`src/rtl/mp_alu_pkg.sv`:
```
// Shared constants for the multi-precision ALU controller: ALU opcodes,
// command encodings and the sequencer state type.
package mp_alu_pkg;

   localparam logic [3:0] ALU_NOP       = 4'd0;
   localparam logic [3:0] ALU_ADD_CARRY = 4'd2;
   localparam logic [3:0] ALU_AND       = 4'd6;
   localparam logic [3:0] ALU_NOT       = 4'd7;

   localparam logic [2:0] CMD_ADD = 3'd0;
   localparam logic [2:0] CMD_SUB = 3'd1;
   localparam logic [2:0] CMD_INC = 3'd2;
   localparam logic [2:0] CMD_AND = 3'd3;
   localparam logic [2:0] CMD_NOT = 3'd4;

   typedef enum logic [1:0] {
      ST_IDLE    = 2'd0,
      ST_RUN_NOT = 2'd1,
      ST_RUN_OP  = 2'd2,
      ST_RESP    = 2'd3
   } state_e;

   function automatic logic op_supported(input logic [2:0] op);
      return (op <= CMD_NOT);
   endfunction

endpackage

```
`src/rtl/mp_alu_word_mux.sv`:
```
// Word slicing for the wide operands and word insertion into the wide result,
// both addressed by the current word index.
module mp_alu_word_mux #(
   parameter int BUS_WIDTH = 8,
   parameter int NUM_WORDS = 4,
   parameter int IDX_W     = 2
) (
   input  logic [BUS_WIDTH*NUM_WORDS-1:0] a_i,
   input  logic [BUS_WIDTH*NUM_WORDS-1:0] b_i,
   input  logic [BUS_WIDTH*NUM_WORDS-1:0] y_i,
   input  logic [IDX_W-1:0]               idx_i,
   input  logic [BUS_WIDTH-1:0]           word_i,
   output logic [BUS_WIDTH-1:0]           a_word_o,
   output logic [BUS_WIDTH-1:0]           b_word_o,
   output logic [BUS_WIDTH*NUM_WORDS-1:0] y_o
);

   assign a_word_o = a_i[int'(idx_i)*BUS_WIDTH +: BUS_WIDTH];
   assign b_word_o = b_i[int'(idx_i)*BUS_WIDTH +: BUS_WIDTH];

   always_comb begin
      y_o = y_i;
      y_o[int'(idx_i)*BUS_WIDTH +: BUS_WIDTH] = word_i;
   end

endmodule

```
`src/rtl/mp_alu_ctrl.sv`:
```
// Multi-precision command sequencer driving an external 8-bit ALU word by word.
// Optional MP_ALU_CTRL_PERF_CNT_EN adds saturating response/run-cycle counters.
module mp_alu_ctrl
   import mp_alu_pkg::*;
#(
   parameter int BUS_WIDTH = 8,
   parameter int NUM_WORDS = 4
) (
   input  logic                           clk_i,
   input  logic                           reset_i,
   input  logic                           cmd_valid_i,
   output logic                           cmd_ready_o,
   input  logic [2:0]                     cmd_op_i,
   input  logic [BUS_WIDTH*NUM_WORDS-1:0] cmd_a_i,
   input  logic [BUS_WIDTH*NUM_WORDS-1:0] cmd_b_i,
   output logic                           rsp_valid_o,
   input  logic                           rsp_ready_i,
   output logic [BUS_WIDTH*NUM_WORDS-1:0] rsp_y_o,
   output logic                           rsp_carry_o,
   output logic                           rsp_zero_o,
   output logic                           rsp_error_o,
   output logic [BUS_WIDTH-1:0]           alu_a_o,
   output logic [BUS_WIDTH-1:0]           alu_b_o,
   output logic                           alu_carry_in_o,
   output logic [3:0]                     alu_opcode_o,
   input  logic [BUS_WIDTH-1:0]           alu_y_i,
   input  logic                           alu_carry_out_i,
   input  logic                           alu_invalid_op_i
`ifdef MP_ALU_CTRL_PERF_CNT_EN
   ,
   output logic [15:0]                    perf_cmds_o,
   output logic [15:0]                    perf_passes_o
`endif
);

   localparam int W     = BUS_WIDTH * NUM_WORDS;
   localparam int IDX_W = (NUM_WORDS > 1) ? $clog2(NUM_WORDS) : 1;
   localparam logic [IDX_W-1:0] IDX_LAST = IDX_W'(NUM_WORDS - 1);

   state_e                 state_q, state_d;
   logic [IDX_W-1:0]       idx_q, idx_d;
   logic                   carry_q, carry_d;
   logic [BUS_WIDTH-1:0]   temp_q, temp_d;
   logic [2:0]             op_q, op_d;
   logic [W-1:0]           a_q, a_d;
   logic [W-1:0]           b_q, b_d;
   logic [W-1:0]           rsp_y_q, rsp_y_d;
   logic                   rsp_carry_q, rsp_carry_d;
   logic                   rsp_error_q, rsp_error_d;

   logic [BUS_WIDTH-1:0]   a_word, b_word;
   logic [W-1:0]           y_merged;
   logic                   first_word, last_word;

   mp_alu_word_mux #(
      .BUS_WIDTH(BUS_WIDTH),
      .NUM_WORDS(NUM_WORDS),
      .IDX_W    (IDX_W)
   ) u_word_mux (
      .a_i     (a_q),
      .b_i     (b_q),
      .y_i     (rsp_y_q),
      .idx_i   (idx_q),
      .word_i  (alu_y_i),
      .a_word_o(a_word),
      .b_word_o(b_word),
      .y_o     (y_merged)
   );

   assign first_word  = (idx_q == '0);
   assign last_word   = (idx_q == IDX_LAST);
   assign cmd_ready_o = (state_q == ST_IDLE) && !reset_i;
   assign rsp_valid_o = (state_q == ST_RESP);
   assign rsp_y_o     = rsp_y_q;
   assign rsp_carry_o = rsp_carry_q;
   assign rsp_error_o = rsp_error_q;
   assign rsp_zero_o  = (rsp_y_q == '0);

   always_ff @(posedge clk_i) begin
      if (reset_i) begin
         state_q     <= ST_IDLE;
         idx_q       <= '0;
         carry_q     <= 1'b0;
         temp_q      <= '0;
         op_q        <= CMD_ADD;
         a_q         <= '0;
         b_q         <= '0;
         rsp_y_q     <= '0;
         rsp_carry_q <= 1'b0;
         rsp_error_q <= 1'b0;
      end else begin
         state_q     <= state_d;
         idx_q       <= idx_d;
         carry_q     <= carry_d;
         temp_q      <= temp_d;
         op_q        <= op_d;
         a_q         <= a_d;
         b_q         <= b_d;
         rsp_y_q     <= rsp_y_d;
         rsp_carry_q <= rsp_carry_d;
         rsp_error_q <= rsp_error_d;
      end
   end

   // SUB runs two passes per word: invert B[idx] into temp, then add it with
   // carry-in 1 on the lowest word; borrow is the inverted final carry.
   // Unsupported ops spend one idle RUN_OP cycle so they answer one cycle after accept.
   always_comb begin
      state_d        = state_q;
      idx_d          = idx_q;
      carry_d        = carry_q;
      temp_d         = temp_q;
      op_d           = op_q;
      a_d            = a_q;
      b_d            = b_q;
      rsp_y_d        = rsp_y_q;
      rsp_carry_d    = rsp_carry_q;
      rsp_error_d    = rsp_error_q;
      alu_opcode_o   = ALU_NOP;
      alu_a_o        = '0;
      alu_b_o        = '0;
      alu_carry_in_o = 1'b0;

      case (state_q)
         ST_IDLE: begin
            if (cmd_valid_i) begin
               op_d        = cmd_op_i;
               a_d         = cmd_a_i;
               b_d         = cmd_b_i;
               idx_d       = '0;
               carry_d     = 1'b0;
               rsp_y_d     = '0;
               rsp_carry_d = 1'b0;
               rsp_error_d = !op_supported(cmd_op_i);
               state_d     = (cmd_op_i == CMD_SUB) ? ST_RUN_NOT : ST_RUN_OP;
            end
         end
         ST_RUN_NOT: begin
            alu_opcode_o = ALU_NOT;
            alu_a_o      = b_word;
            temp_d       = alu_y_i;
            if (alu_invalid_op_i) rsp_error_d = 1'b1;
            state_d      = ST_RUN_OP;
         end
         ST_RUN_OP: begin
            if (!op_supported(op_q)) begin
               state_d = ST_RESP;
            end else begin
               case (op_q)
                  CMD_ADD: begin
                     alu_opcode_o   = ALU_ADD_CARRY;
                     alu_a_o        = a_word;
                     alu_b_o        = b_word;
                     alu_carry_in_o = first_word ? 1'b0 : carry_q;
                  end
                  CMD_INC: begin
                     alu_opcode_o   = ALU_ADD_CARRY;
                     alu_a_o        = a_word;
                     alu_carry_in_o = first_word ? 1'b1 : carry_q;
                  end
                  CMD_SUB: begin
                     alu_opcode_o   = ALU_ADD_CARRY;
                     alu_a_o        = a_word;
                     alu_b_o        = temp_q;
                     alu_carry_in_o = first_word ? 1'b1 : carry_q;
                  end
                  CMD_AND: begin
                     alu_opcode_o = ALU_AND;
                     alu_a_o      = a_word;
                     alu_b_o      = b_word;
                  end
                  default: begin
                     alu_opcode_o = ALU_NOT;
                     alu_a_o      = a_word;
                  end
               endcase
               rsp_y_d = y_merged;
               carry_d = alu_carry_out_i;
               if (alu_invalid_op_i) rsp_error_d = 1'b1;
               if (last_word) begin
                  state_d = ST_RESP;
                  case (op_q)
                     CMD_ADD, CMD_INC: rsp_carry_d = alu_carry_out_i;
                     CMD_SUB:          rsp_carry_d = !alu_carry_out_i;
                     default:          rsp_carry_d = 1'b0;
                  endcase
               end else begin
                  idx_d   = idx_q + IDX_W'(1);
                  state_d = (op_q == CMD_SUB) ? ST_RUN_NOT : ST_RUN_OP;
               end
            end
         end
         default: begin
            if (rsp_ready_i) state_d = ST_IDLE;
         end
      endcase
   end

`ifdef MP_ALU_CTRL_PERF_CNT_EN
   logic [15:0] perf_cmds_q, perf_passes_q;

   // Both counters stick at all-ones instead of wrapping.
   always_ff @(posedge clk_i) begin
      if (reset_i) begin
         perf_cmds_q   <= '0;
         perf_passes_q <= '0;
      end else begin
         if (rsp_valid_o && rsp_ready_i && (perf_cmds_q != 16'hFFFF))
            perf_cmds_q <= perf_cmds_q + 16'd1;
         if (((state_q == ST_RUN_NOT) || (state_q == ST_RUN_OP)) && (perf_passes_q != 16'hFFFF))
            perf_passes_q <= perf_passes_q + 16'd1;
      end
   end

   assign perf_cmds_o   = perf_cmds_q;
   assign perf_passes_o = perf_passes_q;
`endif

endmodule

```
`config.mk`:
```
export PLATFORM = sky130hd
export DESIGN_NAME = mp_alu_ctrl
export DESIGN_NICKNAME = d
export VERILOG_FILES = /design/src/rtl/mp_alu_pkg.sv /design/src/rtl/mp_alu_word_mux.sv /design/src/rtl/mp_alu_ctrl.sv
export SDC_FILE = /design/constraint.sdc
export NUM_CORES = 1
export LEC_CHECK = 0
export CAP_MARGIN = 5
export CELL_PAD_IN_SITES_DETAIL_PLACEMENT = 1
export CELL_PAD_IN_SITES_GLOBAL_PLACEMENT = 2
export CORE_MARGIN = 2
export CORE_UTILIZATION = 31
export DETAILED_ROUTE_END_ITERATION = 16
export PLACE_DENSITY_LB_ADDON = 0.1
export SLEW_MARGIN = 20
export SYNTH_ARGS = -nofsm -noshare
export SYNTH_HDL_FRONTEND = slang
export SYNTH_HIERARCHICAL = 1
export SYNTH_SLANG_ARGS = --single-unit
```
`constraint.sdc`:
```
create_clock -name clk_i -period 5.2 [get_ports clk_i]
set_clock_uncertainty 0.1 [all_clocks]
set_input_delay 0.52 -clock clk_i [delete_from_list [all_inputs] [get_ports clk_i]]
set_output_delay 0.52 -clock clk_i [all_outputs]
set_load 0.05 [all_outputs]
```
-- Word level (Yosys, flattened, before mapping)
Cells that the tools add are included.
- output and inout port bits: 58
- register bits after elaboration: 114
- input bits: 81
- muxes and demuxes: 39
- reductions and logical operators: 21
- eq/ne operators: 12
- magnitude comparators: 2
- add/sub/neg operators: 2
- shift-type cells: 4
- operator list (operator ; number):
    32-bit two-way mux ; 2
    32-bit one-hot mux with 2 select lines ; 1
    32-bit by 6-bit variable part select with 8-bit output ; 2
    5-bit negation with 33-bit output ; 1
    8-bit by 33-bit variable shift with 32-bit output (first input constant) ; 1
    8-bit by 33-bit variable part select with 32-bit output ; 1
    32-bit bitwise mux ; 1
    32-bit zero test ; 1
    8-bit one-hot mux with 2 select lines ; 2
    8-bit two-way mux ; 3
    2-bit two-way mux ; 9
    3-bit one-hot mux with 2 select lines ; 2
    1-bit two-way mux ; 11
    2-bit inequality test (second input constant) ; 4
    1-bit one-hot mux with 2 select lines ; 4
    4-bit AND reduction ; 2
    2-bit equality test (second input constant) ; 3
    3-bit by 1-bit equality test with 1-bit output (second input constant) ; 2
    3-bit by 2-bit equality test with 1-bit output (second input constant) ; 2
    3-bit less-or-equal comparator (second input constant) ; 2
    2-bit one-hot mux with 3 select lines ; 1
    3-bit AND reduction ; 2
    2-bit OR reduction ; 3
    2-bit zero test ; 2
    other kinds (13) ; 16

-- Logic depth before layout (Yosys ltp)
Gate-level depths: netlist of run 1.
- word-level depth: 6
- mapped depth: 10
- depth with buffers taken out: 6

-- Modules after synthesis
The synthesis of run 1 kept the hierarchy.
- by module, submodules not included (module ; instances ; cells each ; seq. area each (um^2) ; area an instance (um^2)):
    mp_alu_ctrl ; 1 ; 604 ; 2282.2 ; 4842.1
    mp_alu_word_mux ; 1 ; 123 ; 0.0 ; 1023.5

-- Least setup slack after synthesis of run 1
OpenSTA, ideal clock, no wires.
- path kind: register to output
- from: register idx_q[1]
- to: output alu_b_o[0]
- required time: 4.580 ns
- buffers on the path: 2
- arrival time: 2.026 ns
- slack: 2.554 ns
- stages on the path, launching flop included: 7
- cells stage by stage: dfxtp_1 -> buf_2 -> buf_1 -> mux4_2 -> mux2_2 -> a22oi_1 -> nor2_1
- word-level cells in the longest chain between the ends: 4
- RTL lines (item ; line ; source):
    from (decl) ; mp_alu_ctrl.sv:41 ; logic [IDX_W-1:0] idx_q, idx_d;
    from (signal assigned) ; mp_alu_ctrl.sv:93 ; idx_q <= idx_d;
    32-bit by 6-bit variable part select with 8-bit output ; mp_alu_word_mux.sv:19 ; assign b_word_o = b_i[int'(idx_i)*BUS_WIDTH +: BUS_WIDTH];
    via b_word[0] ; mp_alu_ctrl.sv:51 ; logic [BUS_WIDTH-1:0] a_word, b_word;
    8-bit one-hot mux with 2 select lines ; mp_alu_ctrl.sv:149 ; case (op_q)
    8-bit two-way mux ; mp_alu_ctrl.sv:146 ; if (!op_supported(op_q)) begin
    8-bit two-way mux ; mp_alu_ctrl.sv:124 ; case (state_q)
    to (decl) ; mp_alu_ctrl.sv:23 ; output logic [BUS_WIDTH-1:0] alu_b_o,
The timed path passes the listed nets, and every way through them passes these cells.

-- Final worst setup path of run 1
- from: register idx_q[0]
- to: output alu_a_o[4]
- word-level cells in the longest chain between the ends: 3
- RTL lines (item ; line ; source):
    32-bit by 6-bit variable part select with 8-bit output ; mp_alu_word_mux.sv:18 ; assign a_word_o = a_i[int'(idx_i)*BUS_WIDTH +: BUS_WIDTH];
    via a_word[4] ; mp_alu_ctrl.sv:51 ;
    8-bit two-way mux ; mp_alu_ctrl.sv:146 ;
    8-bit one-hot mux with 2 select lines ; mp_alu_ctrl.sv:124 ;
    to (decl) ; mp_alu_ctrl.sv:22 ; output logic [BUS_WIDTH-1:0] alu_a_o,
The timed path passes the listed nets, and every way through them passes these cells.

==> results.tsv, run 1 <==
metric	value	unit
YS warnings	6	
Final Util	42.4	%
worst reg2reg path startpoint	idx_q[1]	
clk root buf	clkbuf_16	
top_reg_cell synth	dfxtp_1	
final setup vio count	0	
asr flop ratio synth	0	%
critical path data arrival time	3.29	ns
run status	completed	
post-CTS setup repair buffer count	0	
PortBufs	137	
unrepaired setup endpoints after global routing	no	
post-route minimum period	3.91	ns
Synth Area in XOR/XNOR	0	%
Yosys reg bits	114	
final worst slack	1.29	ns
LEAKAGE	2.66	nW
CTS tree	done	
Synth Instances	727	
initial DRC count	256	
total gr overflow	0	
Int Pwr	0.00221	W
startpoint types	flip-flop	
Max FO, Critical Path	19	
largest net degree at the start of global routing	68	
Setup crit start	idx_q[0]	
# hold bufs at CTS	0	
Mapped Avg Cell Area	8.07	um2
post-synthesis cell area	5870	um2
WHS	0.353	ns
crit end category	primary output	
Num CTS Buffers	17	
mux cell area share after synthesis	9.77	%
DP HPWL	14100	um
setup slack, reg-to-reg	2.07	ns
nets	907	
DR WL/cell	19.1	um
drt pass-1 iters	5	
Max VDD drop	0.183	mV
PwrDens	424	nW/um2
setup tns final	0	ns
Post-Synth Simple-Gate Area	20.3	%
number of remaining DRC errors	0	
Clock Latency Late Sink	0.42	ns
Switch Pwr	0.00115	W
drt total wl	20300	um
sequential area share after synthesis	38.9	%
Final Hold Violating Endpoints	0	
total core area	18600	um2
Placed Area	7250	um2
site row count	50	
f_max	0.256	GHz
initial core utilization	31.5	%
critical path type	flip-flop to primary output	
sw frac	34.2	%
post-synthesis compound-gate area fraction	20.7	%
fillcell total	2178	
Synth Area in Adders	2.35	%
worst rel slew slack	27.9	%
first-pass GRT wire length	31900	um
Worst Path Required	4.58	ns
clock buffer depth	2	
DIE AREA	20000	um2
layout cells sized above 1	9.42	%
I/O pins	139	
Logic pwr share	29.0	%
Placer Congestion	0.791	
# diodes	0	
CTS Sinks	114	
# H-tree levels	4	
hold_sp	a_q[16]	
clock transition at the registers of the reported paths	0.05	ns
Layout area overhead	34.9	%
Reg power frac	31.6	%
post-synthesis net count	819	
clock group share of total power	39.4	%
final period utilization	75.1	%
Max-Cap Viols	0	
die extent in x	142	um
vias in the first global route	5791	
initial antenna violation count	0	
Final ANT Viol Nets	0	
Vias	5716	
Die Y	142	um
post-CTS sizing	0	
Hold Path Class	flip-flop to flip-flop	
Total Routing Usage GR	20.3	%
max-slew violations	0	
largest family of logic cells by synthesized area	compound AO/OA/AOI/OAI gates	
design area	7910	um2
detail-routed via count per cell	5.38	
Worst Max-Slew Pin Slew	1.08	ns
Setup WS pre-CTS	1.66	ns
count of cell types in the netlist	49	
Post-synth EDFFs	0	
-- cell usage after synthesis, drive strengths merged, types with 2 or more instances --
cell type,count,area share (%)
nor3,3,0.26
nand2b,4,0.43
nor2b,3,0.32
a211o,2,0.30
o21ai,36,3.1
dfxtp,114,39
ha,11,2.3
clkbuf,37,2.4
mux4,16,6.1
mux2i,10,1.7
a32oi,8,1.2
or4b,3,0.58
a21oi,103,8.8
a22o,8,1.2
nand2,152,9.7
and2,2,0.21
or3b,4,0.60
o32ai,4,0.60
o22ai,24,3.4
nand4,35,3.7
mux2,10,1.9
inv,34,2.2
nand3,9,0.77
a22oi,8,1.0
nor4,8,0.85
buf,35,3.3
nor2,30,2.0
-- per-stage QoR --
stage	power, W	cells
3_3_place_gp	0.00204	1030
4_1_cts	0.00339	1062
2_1_floorplan	0.00174	727
5_1_grt	0.00352	1062
3_5_place_dp	0.00206	1030
6_report	0.00336	1062
-- placed cells by master, fill, tap and decap left out, types with 2 or more instances in the layout --
cell,n
or3b_1,3
nor4_1,8
mux4_2,16
mux2_2,10
clkinvlp_4,2
a22o_1,8
nor3_1,3
nand4_1,35
nor2_1,29
bufinv_16,5
o22ai_2,8
nand2_1,151
clkbuf_16,17
clkbuf_8,4
a211o_1,2
a32oi_1,8
inv_1,34
nand3_1,9
clkinv_2,2
o22ai_1,16
nor2b_1,3
clkbuf_1,2
a22oi_1,8
o21ai_0,35
nand2b_1,4
mux2i_1,9
buf_4,5
clkdlybuf4s50_1,136
or4b_1,2
dfxtp_1,114
ha_1,11
o32ai_1,4
a21oi_1,103
-- cells by family (layout without fill, tap and decap cells) --
family                   Yosys count  after routing
multiplexers                      36             36
other                              1              1
AND/OR/NAND/NOR                  259            259
AO/OA/AOI/OAI                    200            200
buffers and inverters            106            207
flip-flops                       114            114
adder cells (fa/ha/maj)           11             11
-- layout make-up --
cell class	count	area [um2]	share of cell area, %
clock buffer	23	488	6.17
sequential	114	2280	28.8
timing repair buffer	141	1400	17.7
tap	234	293	3.70
multi-input combinational	507	3150	39.8
clock inverter	9	175	2.21
inverter	34	128	1.61
-- worst max-delay path: stages, from the launching register on --
cell and delay (ns):
dfxtp_1 0.92, buf_4 0.35, mux4_2 0.53, a32oi_1 0.28
nor2_1 0.07, clkdlybuf4s50_1 0.72
-- per-layer routing --
layer	global-route usage, %	wire length (um)
met2	34.0	9880
met4	7.00	382
met5	0	0
met1	26.3	9240
met3	3.88	802
-- sequential cells by signal, summed over array words and instances, names as in the netlist --
name / cells
idx_q: 2
rsp_carry_o: 1
a_q: 32
state_q: 2
carry_q: 1
rsp_y_o: 32
op_q: 3
rsp_error_o: 1
b_q: 32
temp_q: 8
-- path summary, 6_finish.rpt --
check                     end  cells past startpoint
setup / recovery   alu_a_o[4]                      5
setup reg to reg  rsp_y_o[17]                      6
hold / removal        a_q[16]                      2
hold reg to reg       a_q[16]                      2
-- power by group through the flow --
stage	registers, W	clock network (W)	logic [W]
finish	0.00106	0.00132	0.000973
global route	0.00107	0.00139	0.00106
CTS	0.00106	0.00134	0.000982
detailed placement	0.00108	0	0.000978
global placement	0.00108	0	0.000960
floorplan	0.00106	0	0.000680
(Power assumes the default switching activity.)
==> run 2: changes to the inputs <==
- CORE_UTILIZATION: 31 -> 29
- clock period: 5.2 -> 3.9 ns (I/O delays scaled with it)
==> run 2 against run 1 <==
Final cell count increased by 3.7%. Clock power grew 25%. Sequential share of layout area barely moved. Non-clock buffer count grew 4. Core utilization is 2.9 points lower. Sequential power increased by 33%. Worst setup slack worse by 0.86 ns. Worst hold slack gained 0.0070 ns. Final area about the same. Critical path type unchanged. Total power is 31% higher. Die area rose by 6.7%. Clock-buffer cell count is 5 lower.
==> results.tsv, run 2 (synthesis gave the netlist of run 1 again) <==
metric	value	unit
total core area	20000	um2
sequence of cells on the critical path	inv_1 > ha_1 > buf_4 > a21oi_1 > nor2_1 > clkdlybuf4s50_1	
post-CTS sizing	0	
critical path type	flip-flop to primary output	
critical path data arrival time	2.98	ns
# diodes	0	
clk root buf	clkbuf_16	
clock buffer depth	2	
site row count	52	
final period utilization	88.9	%
largest net degree at the start of global routing	68	
I/O pins	139	
initial core utilization	29.3	%
run status	completed	
Reg power frac	32.2	%
DIE AREA	21400	um2
Placer Congestion	0.783	
Switch Pwr	0.00157	W
CTS Sinks	114	
worst rel slew slack	30.6	%
nets	911	
sw frac	35.7	%
Die Y	146	um
Layout area overhead	35.0	%
drt total wl	21700	um
Final ANT Viol Nets	0	
hold_sp	a_q[1]	
worst reg2reg path startpoint	state_q[0]	
# H-tree levels	4	
f_max	0.288	GHz
crit end category	primary output	
# hold bufs at CTS	0	
Crit path largest cell delay	0.84	ns
Total Routing Usage GR	20.6	%
setup tns final	0	ns
die extent in x	146	um
post-route minimum period	3.47	ns
LEAKAGE	2.67	nW
PwrDens	554	nW/um2
max-slew violations	0	
number of remaining DRC errors	0	
setup slack, reg-to-reg	0.76	ns
first-pass GRT wire length	34400	um
unrepaired setup endpoints after global routing	no	
PortBufs	137	
WHS	0.360	ns
clock transition at the registers of the reported paths	0.06	ns
layout cells sized above 1	11.0	%
vias in the first global route	6091	
Num CTS Buffers	17	
Logic pwr share	30.3	%
CTS tree	done	
Setup crit start	state_q[0]	
Hold Path Class	flip-flop to flip-flop	
Critical-path top delay cell	clkdlybuf4s50_1	
Clock Latency Late Sink	0.41	ns
DR WL/cell	19.8	um
Vias	5698	
Max-Cap Viols	0	
Max VDD drop	0.259	mV
Int Pwr	0.00282	W
detail-routed via count per cell	5.18	
Final Hold Violating Endpoints	0	
most frequent cells in the layout	151 x nand2_1, 127 x clkdlybuf4s50_1, 114 x dfxtp_1, 103 x a21oi_1	
DP HPWL	15500	um
Worst Path Required	3.41	ns
drt pass-1 iters	4	
Max FO, Critical Path	24	
startpoint types	flip-flop	
leading cell type in the layout, fill and taps excluded	nand2_1	
initial DRC count	312	
initial antenna violation count	0	
Worst Max-Slew Pin Slew	1.02	ns
final setup vio count	0	
clock group share of total power	37.5	%
post-CTS setup repair buffer count	0	
total gr overflow	0	
==> run 2: cell types whose count changed in the layout (fill, tap and decap cells not counted), moves of 4 or more <==
cell	delta
buf_4	+12
clkbuf_8	-4
clkdlybuf4s50_1	-9
clkinv_4	+4
==> run 2: power groups by stage <==
stage | clock network [W] | registers (W) | logic (W)
floorplan | 0 | 0.00141 | 0.000907
global placement | 0 | 0.00144 | 0.00131
detailed placement | 0 | 0.00144 | 0.00134
CTS | 0.00167 | 0.00142 | 0.00135
global route | 0.00173 | 0.00143 | 0.00146
finish | 0.00165 | 0.00141 | 0.00133
==> run 2: cell type report <==
class / count / area, um2
fillers: 2400 / 12100
multi-input cells: 507 / 3140
flip-flops and latches: 114 / 2280
repair buffers: 145 / 1420
clock buffers: 18 / 429
well taps: 270 / 338
clock inverters: 13 / 188
inverters: 34 / 128
==> run 2: metal layers <==
layer	part of all wire [%]	wire [um]	up-vias	GRT usage, %
met5	0	0	-	0
met4	2.1	462	0	6.70
met3	4.0	870	33	3.78
met2	51	11200	144	37.1
met1	43	9250	2763	24.7
li1	-	-	2758	-
==> run 2: worst max-delay path: cells and delay by family, from the launching register on <==
kind                       cells  cell delay (ns)
adders and majority gates      1             0.57
and+or+nand+nor                1             0.18
AOI/OAI and AO/OA              1             0.11
buffers and inverters          3             1.36
DFF                            1             0.33
==> run 2: through the flow <==
step	power [W]	setup WS (ns)	cells	util, %	area, um2
finish	0.00439	0.432	1101	39.5	7920
global route	0.00461	0.242	1101	39.5	7920
detailed placement	0.00279	0.787	1070	36.4	7300
global placement	0.00275	0.892	1070	36.4	7300
floorplan	0.00232	1.29	727	-	5870
CTS	0.00444	0.373	1101	39.5	7920
==> run 2: path summary, 6_finish.rpt <==
check / to / cells after the start
worst min-delay path: a_q[1] / 2
worst max register to register: idx_q[0] / 7
worst max-delay path: alu_opcode_o[1] / 6
worst min register to register: a_q[1] / 2
